===== src/rtl/pwm_capture_pkg.sv =====
// Shared definitions for the PWM capture block.
//   state_t   : measurement FSM states
//   CNT_W_DEF : default width of the cycle counter and measurement outputs
package pwm_capture_pkg;

  localparam int unsigned CNT_W_DEF = 28;

  typedef enum logic [1:0] {
    WAIT_RISE = 2'd0,
    MEAS_HIGH = 2'd1,
    MEAS_LOW  = 2'd2
  } state_t;

endpackage


===== src/rtl/pwm_capture_if.sv =====
// Control and result bundle of the PWM capture block.
//   en, pwm_in           : driven by the user (master)
//   period_out, high_out : last measurement in cycles (0 on a stuck report)
//   meas_valid           : one-cycle pulse when the results update
//   stuck, level         : timeout report flag and line level at the timeout
interface pwm_capture_if import pwm_capture_pkg::*; #(
  parameter int unsigned CNT_W = CNT_W_DEF
);
  logic             en;
  logic             pwm_in;
  logic [CNT_W-1:0] period_out;
  logic [CNT_W-1:0] high_out;
  logic             meas_valid;
  logic             stuck;
  logic             level;

  modport master (
    output en, pwm_in,
    input  period_out, high_out, meas_valid, stuck, level
  );

  modport slave (
    input  en, pwm_in,
    output period_out, high_out, meas_valid, stuck, level
  );
endinterface


===== src/rtl/pwm_capture_edge_sync.sv =====
// Two-flop synchroniser with edge detection for an asynchronous input.
//   int_osc : clock
//   rst     : asynchronous active-high reset
//   d_in    : asynchronous input
//   lvl     : synchronised level
//   rise    : one-cycle pulse on a synchronised 0->1 transition
//   fall    : one-cycle pulse on a synchronised 1->0 transition
module edge_sync (
  input  logic int_osc,
  input  logic rst,
  input  logic d_in,
  output logic lvl,
  output logic rise,
  output logic fall
);
  logic r_s1, r_s2, r_s3;

  always_ff @(posedge int_osc or posedge rst) begin
    if (rst) begin
      r_s1 <= 1'b0;
      r_s2 <= 1'b0;
      r_s3 <= 1'b0;
    end else begin
      r_s1 <= d_in;
      r_s2 <= r_s1;
      r_s3 <= r_s2;
    end
  end

  assign lvl  = r_s2;
  assign rise = r_s2 & ~r_s3;
  assign fall = ~r_s2 & r_s3;
endmodule


===== src/rtl/pwm_capture.sv =====
// PWM period / high-time capture. One report per complete period, or a
// single stuck report when no edge arrives for TIMEOUT cycles.
//   int_osc : clock
//   rst     : asynchronous active-high reset
//   bus     : control inputs and measurement results (slave side)
module pwm_capture import pwm_capture_pkg::*; #(
  parameter int unsigned CNT_W   = CNT_W_DEF,
  parameter int unsigned TIMEOUT = 2**26
) (
  input  logic          int_osc,
  input  logic          rst,
  pwm_capture_if.slave  bus
);
  localparam logic [CNT_W-1:0] CNT_MAX = '1;
  localparam logic [CNT_W-1:0] TO_CNT  = CNT_W'(TIMEOUT);
  localparam logic [CNT_W-1:0] CNT_ONE = CNT_W'(1);

  logic w_lvl, w_rise, w_fall;

  edge_sync u_sync (
    .int_osc (int_osc),
    .rst     (rst),
    .d_in    (bus.pwm_in),
    .lvl     (w_lvl),
    .rise    (w_rise),
    .fall    (w_fall)
  );

  state_t           r_state, w_state_nx;
  logic [CNT_W-1:0] r_cnt, w_cnt_nx, w_cnt_inc;
  logic [CNT_W-1:0] r_high_lat, w_high_lat_nx;
  logic [CNT_W-1:0] r_period, w_period_nx;
  logic [CNT_W-1:0] r_high, w_high_nx;
  logic             r_valid, w_valid_nx;
  logic             r_stuck, w_stuck_nx;
  logic             r_level, w_level_nx;
  logic             w_timeout;

  assign w_cnt_inc = (r_cnt == CNT_MAX) ? r_cnt : r_cnt + CNT_ONE;
  // An edge in the same cycle as the timeout count takes priority.
  assign w_timeout = (r_cnt == TO_CNT) && !w_rise && !w_fall;

  always_comb begin
    w_state_nx    = r_state;
    w_cnt_nx      = r_cnt;
    w_high_lat_nx = r_high_lat;
    w_period_nx   = r_period;
    w_high_nx     = r_high;
    w_valid_nx    = 1'b0;
    w_stuck_nx    = r_stuck;
    w_level_nx    = r_level;

    if (!bus.en) begin
      w_state_nx = WAIT_RISE;
      w_cnt_nx   = '0;
    end else begin
      unique case (r_state)
        WAIT_RISE: begin
          if (w_rise) begin
            w_state_nx = MEAS_HIGH;
            w_cnt_nx   = CNT_ONE;
          end
        end
        MEAS_HIGH: begin
          w_cnt_nx = w_cnt_inc;
          if (w_fall) begin
            w_high_lat_nx = r_cnt;
            w_state_nx    = MEAS_LOW;
          end else if (w_timeout) begin
            w_period_nx = '0;
            w_high_nx   = '0;
            w_stuck_nx  = 1'b1;
            w_level_nx  = w_lvl;
            w_valid_nx  = 1'b1;
            w_state_nx  = WAIT_RISE;
            w_cnt_nx    = '0;
          end
        end
        MEAS_LOW: begin
          w_cnt_nx = w_cnt_inc;
          if (w_rise) begin
            w_period_nx = r_cnt;
            w_high_nx   = r_high_lat;
            w_stuck_nx  = 1'b0;
            w_level_nx  = 1'b0;
            w_valid_nx  = 1'b1;
            w_state_nx  = MEAS_HIGH;
            w_cnt_nx    = CNT_ONE;
          end else if (w_timeout) begin
            w_period_nx = '0;
            w_high_nx   = '0;
            w_stuck_nx  = 1'b1;
            w_level_nx  = w_lvl;
            w_valid_nx  = 1'b1;
            w_state_nx  = WAIT_RISE;
            w_cnt_nx    = '0;
          end
        end
        default: begin
          w_state_nx = WAIT_RISE;
          w_cnt_nx   = '0;
        end
      endcase
    end
  end

  always_ff @(posedge int_osc or posedge rst) begin
    if (rst) begin
      r_state    <= WAIT_RISE;
      r_cnt      <= '0;
      r_high_lat <= '0;
      r_period   <= '0;
      r_high     <= '0;
      r_valid    <= 1'b0;
      r_stuck    <= 1'b0;
      r_level    <= 1'b0;
    end else begin
      r_state    <= w_state_nx;
      r_cnt      <= w_cnt_nx;
      r_high_lat <= w_high_lat_nx;
      r_period   <= w_period_nx;
      r_high     <= w_high_nx;
      r_valid    <= w_valid_nx;
      r_stuck    <= w_stuck_nx;
      r_level    <= w_level_nx;
    end
  end

  assign bus.period_out = r_period;
  assign bus.high_out   = r_high;
  assign bus.meas_valid = r_valid;
  assign bus.stuck      = r_stuck;
  assign bus.level      = r_level;
endmodule

===== src/flat_wrapper.sv =====
// flat-port wrapper written by rule: the top's interface ports become plain ports
module pwm_capture_flat import pwm_capture_pkg::*;
#(
  parameter int unsigned CNT_W   = CNT_W_DEF,
  parameter int unsigned TIMEOUT = 2**26
)
  (int_osc, rst, bus_en, bus_pwm_in, bus_period_out, bus_high_out, bus_meas_valid, bus_stuck, bus_level);
  pwm_capture_if #(.CNT_W(CNT_W)) bus_i ();
  input  logic int_osc;
  input  logic rst;
  input wire logic [$bits(bus_i.en)-1:0] bus_en;
  input wire logic [$bits(bus_i.pwm_in)-1:0] bus_pwm_in;
  output wire logic [$bits(bus_i.period_out)-1:0] bus_period_out;
  output wire logic [$bits(bus_i.high_out)-1:0] bus_high_out;
  output wire logic [$bits(bus_i.meas_valid)-1:0] bus_meas_valid;
  output wire logic [$bits(bus_i.stuck)-1:0] bus_stuck;
  output wire logic [$bits(bus_i.level)-1:0] bus_level;
  assign bus_i.en = bus_en;
  assign bus_i.pwm_in = bus_pwm_in;
  assign bus_period_out = bus_i.period_out;
  assign bus_high_out = bus_i.high_out;
  assign bus_meas_valid = bus_i.meas_valid;
  assign bus_stuck = bus_i.stuck;
  assign bus_level = bus_i.level;
  pwm_capture #(.CNT_W(CNT_W), .TIMEOUT(TIMEOUT)) u_core (.int_osc(int_osc), .rst(rst), .bus(bus_i));
endmodule

===== config.mk =====
export PLATFORM = sky130hd
export DESIGN_NAME = pwm_capture_flat
export DESIGN_NICKNAME = d
export VERILOG_FILES = /design/src/rtl/pwm_capture_pkg.sv /design/src/rtl/pwm_capture_if.sv /design/src/rtl/pwm_capture_edge_sync.sv /design/src/rtl/pwm_capture.sv /design/src/flat_wrapper.sv
export SDC_FILE = /design/constraint.sdc
export NUM_CORES = 1
export LEC_CHECK = 0
export ABC_AREA = 1
export CAP_MARGIN = 5
export CORE_AREA = 2 2 100 102
export DETAILED_ROUTE_END_ITERATION = 8
export DIE_AREA = 0 0 102 104
export PLACE_DENSITY = 0.84
export SKIP_CTS_REPAIR_TIMING = 1
export SYNTH_ARGS = -nofsm -noshare
export SYNTH_HDL_FRONTEND = slang
export SYNTH_SLANG_ARGS = --single-unit
export TNS_END_PERCENT = 10

===== constraint.sdc =====
create_clock -name int_osc -period 9.27 [get_ports int_osc]
set_input_delay 2.3175 -clock int_osc [delete_from_list [all_inputs] [get_ports int_osc]]
set_output_delay 2.3175 -clock int_osc [all_outputs]
set_load 0.02 [all_outputs]

==> out/summary.json <==
{
  "run_status": {
    "outcome": "finished clean"
  },
  "clock_network": {
    "tritoncts.num_buffers": 17,
    "clkLatencyLatePin_ns": 0.52,
    "htree_levels": 4,
    "tritoncts": "built",
    "cts_sinks": 120,
    "clock-root-buffer": "sky130_fd_sc_hd__clkbuf_8",
    "max-clock-path-buffers": 2,
    "clkSlewWorstSetupHoldPaths_ns": 0.06
  },
  "place": {
    "routabilityCongestion": 0.924,
    "placedInstanceArea_mm2": 0.00632,
    "post-dp-hpwl_um": 9590,
    "place.port_buffers": 62
  },
  "die": {
    "area_enclosed_by_the_die_boundary_mm2": 0.0106,
    "core_area_mm2": 0.00955,
    "floorplan.io_pins": 63,
    "die_width_um": 102,
    "core.rowCount": 36,
    "die_h_um": 104,
    "initial_core_utilization": 0.592
  },
  "hold_path": {
    "hold_path_class": "reg -> reg"
  },
  "finish": {
    "n_antenna_cell": 0,
    "layout.filler_cells": 745,
    "area_occupied_by_multi_input_gates_mm2": 0.00217,
    "regArea_mm2": 0.00300,
    "drive_gt1_frac": 0.0752,
    "layout_common_cells": "sky130_fd_sc_hd__nand2_1, sky130_fd_sc_hd__dfrtp_1, sky130_fd_sc_hd__o21ai_0, sky130_fd_sc_hd__nand3_1, sky130_fd_sc_hd__inv_1",
    "final_area_mm2": 0.00699,
    "final_common_cell": "sky130_fd_sc_hd__nand2_1",
    "area.growth.synth_to_final_pct": 23.7,
    "postLayoutCoreUtil": 0.732,
    "finalNetCount": 755
  },
  "setup_path": {
    "cp-start-kind": "primary input",
    "worst_setup_path_endpoint": "u_core.r_cnt[17]$_DFFE_PP0P_",
    "worstPathCellList": "clkdlybuf4s50_1, nand3_2, nand2_1, nor2_1, inv_1, nor2_2, inv_2, nand2_1, o21ai_1, nor2_1",
    "critical_path_s_slowest_cell": "sky130_fd_sc_hd__nor2_2",
    "worst_ep_arrival_time_ns": 4.95,
    "r2r_start": "u_core.r_cnt[0]$_DFFE_PP0P_",
    "worst_r2r_path_depth": 12,
    "criticalPathCategory": "in -> reg",
    "timing.reg2reg.setup_slack_ns": 6.22,
    "cpPeakStageDelay_ns": 0.75,
    "cp.required_ns": 9.73,
    "worstPathMaxFanout": 22,
    "worstReg2RegEnd": "u_core.bus.period_out[10]$_DFFE_PP0P_",
    "critPathCaptureType": "flip-flop",
    "crit_path_start": "bus_en"
  },
  "detailed_routing": {
    "dr_total_vias": 4909,
    "detail_route.first_pass.iterations": 5,
    "ant_nets": 0,
    "routed_wire_length_um": 14500,
    "post_drt_wl_per_cell_um": 16.2,
    "post_drt_via_cell_ratio": 5.51,
    "initial_detailed_routing_violation_count": 417,
    "drc": 0
  },
  "timing": {
    "achievable-frequency_mhz": 223,
    "finalSetupViolations": 0,
    "fin_hold_ws_ns": 0.360,
    "unrepaired_setup_endpoints_after_global_routing": "false",
    "final.setup_skew_ns": 0.00799,
    "maxSlewHeadroom": 0.293,
    "slew_violations": 0,
    "fin_tns_setup_ns": 0,
    "final.period_utilization": 0.485,
    "tightestPinTransition_ns": 1.06,
    "minimum_clock_period_after_layout_ns": 4.49,
    "timing_hold_violations_final": 0
  },
  "synth": {
    "async_reset_ff_frac": 1.00,
    "synth.cell_area_mm2": 0.00565,
    "post_synth_inst_count": 693,
    "synthesis.yosys.warnings": 0,
    "postSynthAreaPerCell_um2": 8.16,
    "synth.yosys.seq_area_share": 0.531,
    "synth_flop_cell": "sky130_fd_sc_hd__dfrtp_1",
    "yosys.cell_types.count": 31,
    "synth-edff-count": 0,
    "synthesized_flop_and_latch_total": 120,
    "syn_nets": 703
  },
  "grt": {
    "grt_pass1_vias": 4913,
    "grt_antenna_before_repair": 0,
    "grt_first_pass_wirelength_um": 24100,
    "global_route.usage.total": 0.294,
    "grt_max_degree": 115,
    "grt-ovfl-total": 0
  },
  "power_and_ir_drop": {
    "vdd_drop_max_uv": 102,
    "power.leakage_uw": 0.00308,
    "totalPowerFinal_uw": 1460,
    "power_density_mw_per_mm2": 208
  },
  "flow_run": {
    "timing.max_cap.violations": 0
  }
}
==> routing by layer <==
layer / wire length [um] / track usage
met1: 6360 / 0.398
met2: 7040 / 0.459
met3: 761 / 0.0712
met4: 300 / 0.110
met5: 0 / 0
==> state kept, by name (all words and copies together), names as in the netlist <==
name                   count
u_core.bus.high_out       28
u_core.bus.meas_valid      1
u_core.u_sync.lvl          1
u_core.bus.period_out     28
u_core.u_sync.r_s3         1
u_core.bus.stuck           1
u_core.r_cnt              28
u_core.r_high_lat         28
u_core.bus.level           1
u_core.u_sync.r_s1         1
u_core.r_state             2
==> where the power goes <==
part	leakage (uW)	switching, uW	internal (uW)	total [uW]
Clock	0.000332	234	513	748
Sequential	0.00163	16.7	563	580
Combinational	0.00111	86.3	42.6	129
Total	0.00308	337	1120	1460
==> synthesized netlist by cell type (all sizes together) (2+ instances only) <==
library cell / n / share of area
nand2: 143 / 0.097
dfrtp: 120 / 0.53
o21ai: 112 / 0.099
inv: 88 / 0.058
nand3: 86 / 0.078
nor2: 65 / 0.047
buf: 19 / 0.020
clkbuf: 13 / 0.0086
nand4: 12 / 0.014
nor3: 10 / 0.0097
ha: 6 / 0.013
a21oi: 5 / 0.0044
o22ai: 5 / 0.0066
o211ai: 3 / 0.0040
a21boi: 2 / 0.0033
==> layout make-up <==
cell class | count | share of cell area
Inverter | 88 | 0.0476
Timing Repair Buffer | 65 | 0.0919
Clock buffer | 21 | 0.0657
Sequential cell | 120 | 0.429
Clock inverter | 11 | 0.0309
Multi-Input combinational cell | 453 | 0.311
Tap cell | 133 | 0.0238
==> how the worst min path moves through the flow <==
stage / start / to / slack (ns) / cells past startpoint
CTS: u_core.u_sync.r_s1$_DFF_PP0_ / u_core.u_sync.lvl$_DFF_PP0_ / 0.36 / 0
finish: u_core.u_sync.r_s1$_DFF_PP0_ / u_core.u_sync.lvl$_DFF_PP0_ / 0.36 / 0
global route: u_core.u_sync.r_s1$_DFF_PP0_ / u_core.u_sync.lvl$_DFF_PP0_ / 0.37 / 0
detailed placement: u_core.u_sync.r_s1$_DFF_PP0_ / u_core.u_sync.lvl$_DFF_PP0_ / 0.34 / 0
global placement: u_core.u_sync.r_s1$_DFF_PP0_ / u_core.u_sync.lvl$_DFF_PP0_ / 0.34 / 0
floorplan: u_core.u_sync.r_s1$_DFF_PP0_ / u_core.u_sync.lvl$_DFF_PP0_ / 0.33 / 0
==> critical path, delay by kind of cell <==
family          cells  cell delay, ns
buf+inv             3            0.84
simple gates        6            1.69
compound gates      1            0.10
==> metrics by stage <==
stage	cells	setup slack, ns
floorplan	693	3.77
global placement	859	4.48
detailed placement	859	4.33
CTS	891	4.84
global route	891	4.63
finish	891	4.78
==> kinds of logic (layout without fill, tap and decap cells) <==
group | after synthesis | in the layout | share of synthesized area
DFF | 120 | 120 | 0.531
buffers and inverters | 120 | 185 | 0.0870
and+or+nand+nor | 318 | 318 | 0.248
xor gates and xnor gates | 1 | 1 | 0.00155
AOI/OAI and AO/OA | 128 | 128 | 0.119
adders and majority gates | 6 | 6 | 0.0133
(Power assumes the default switching activity.)
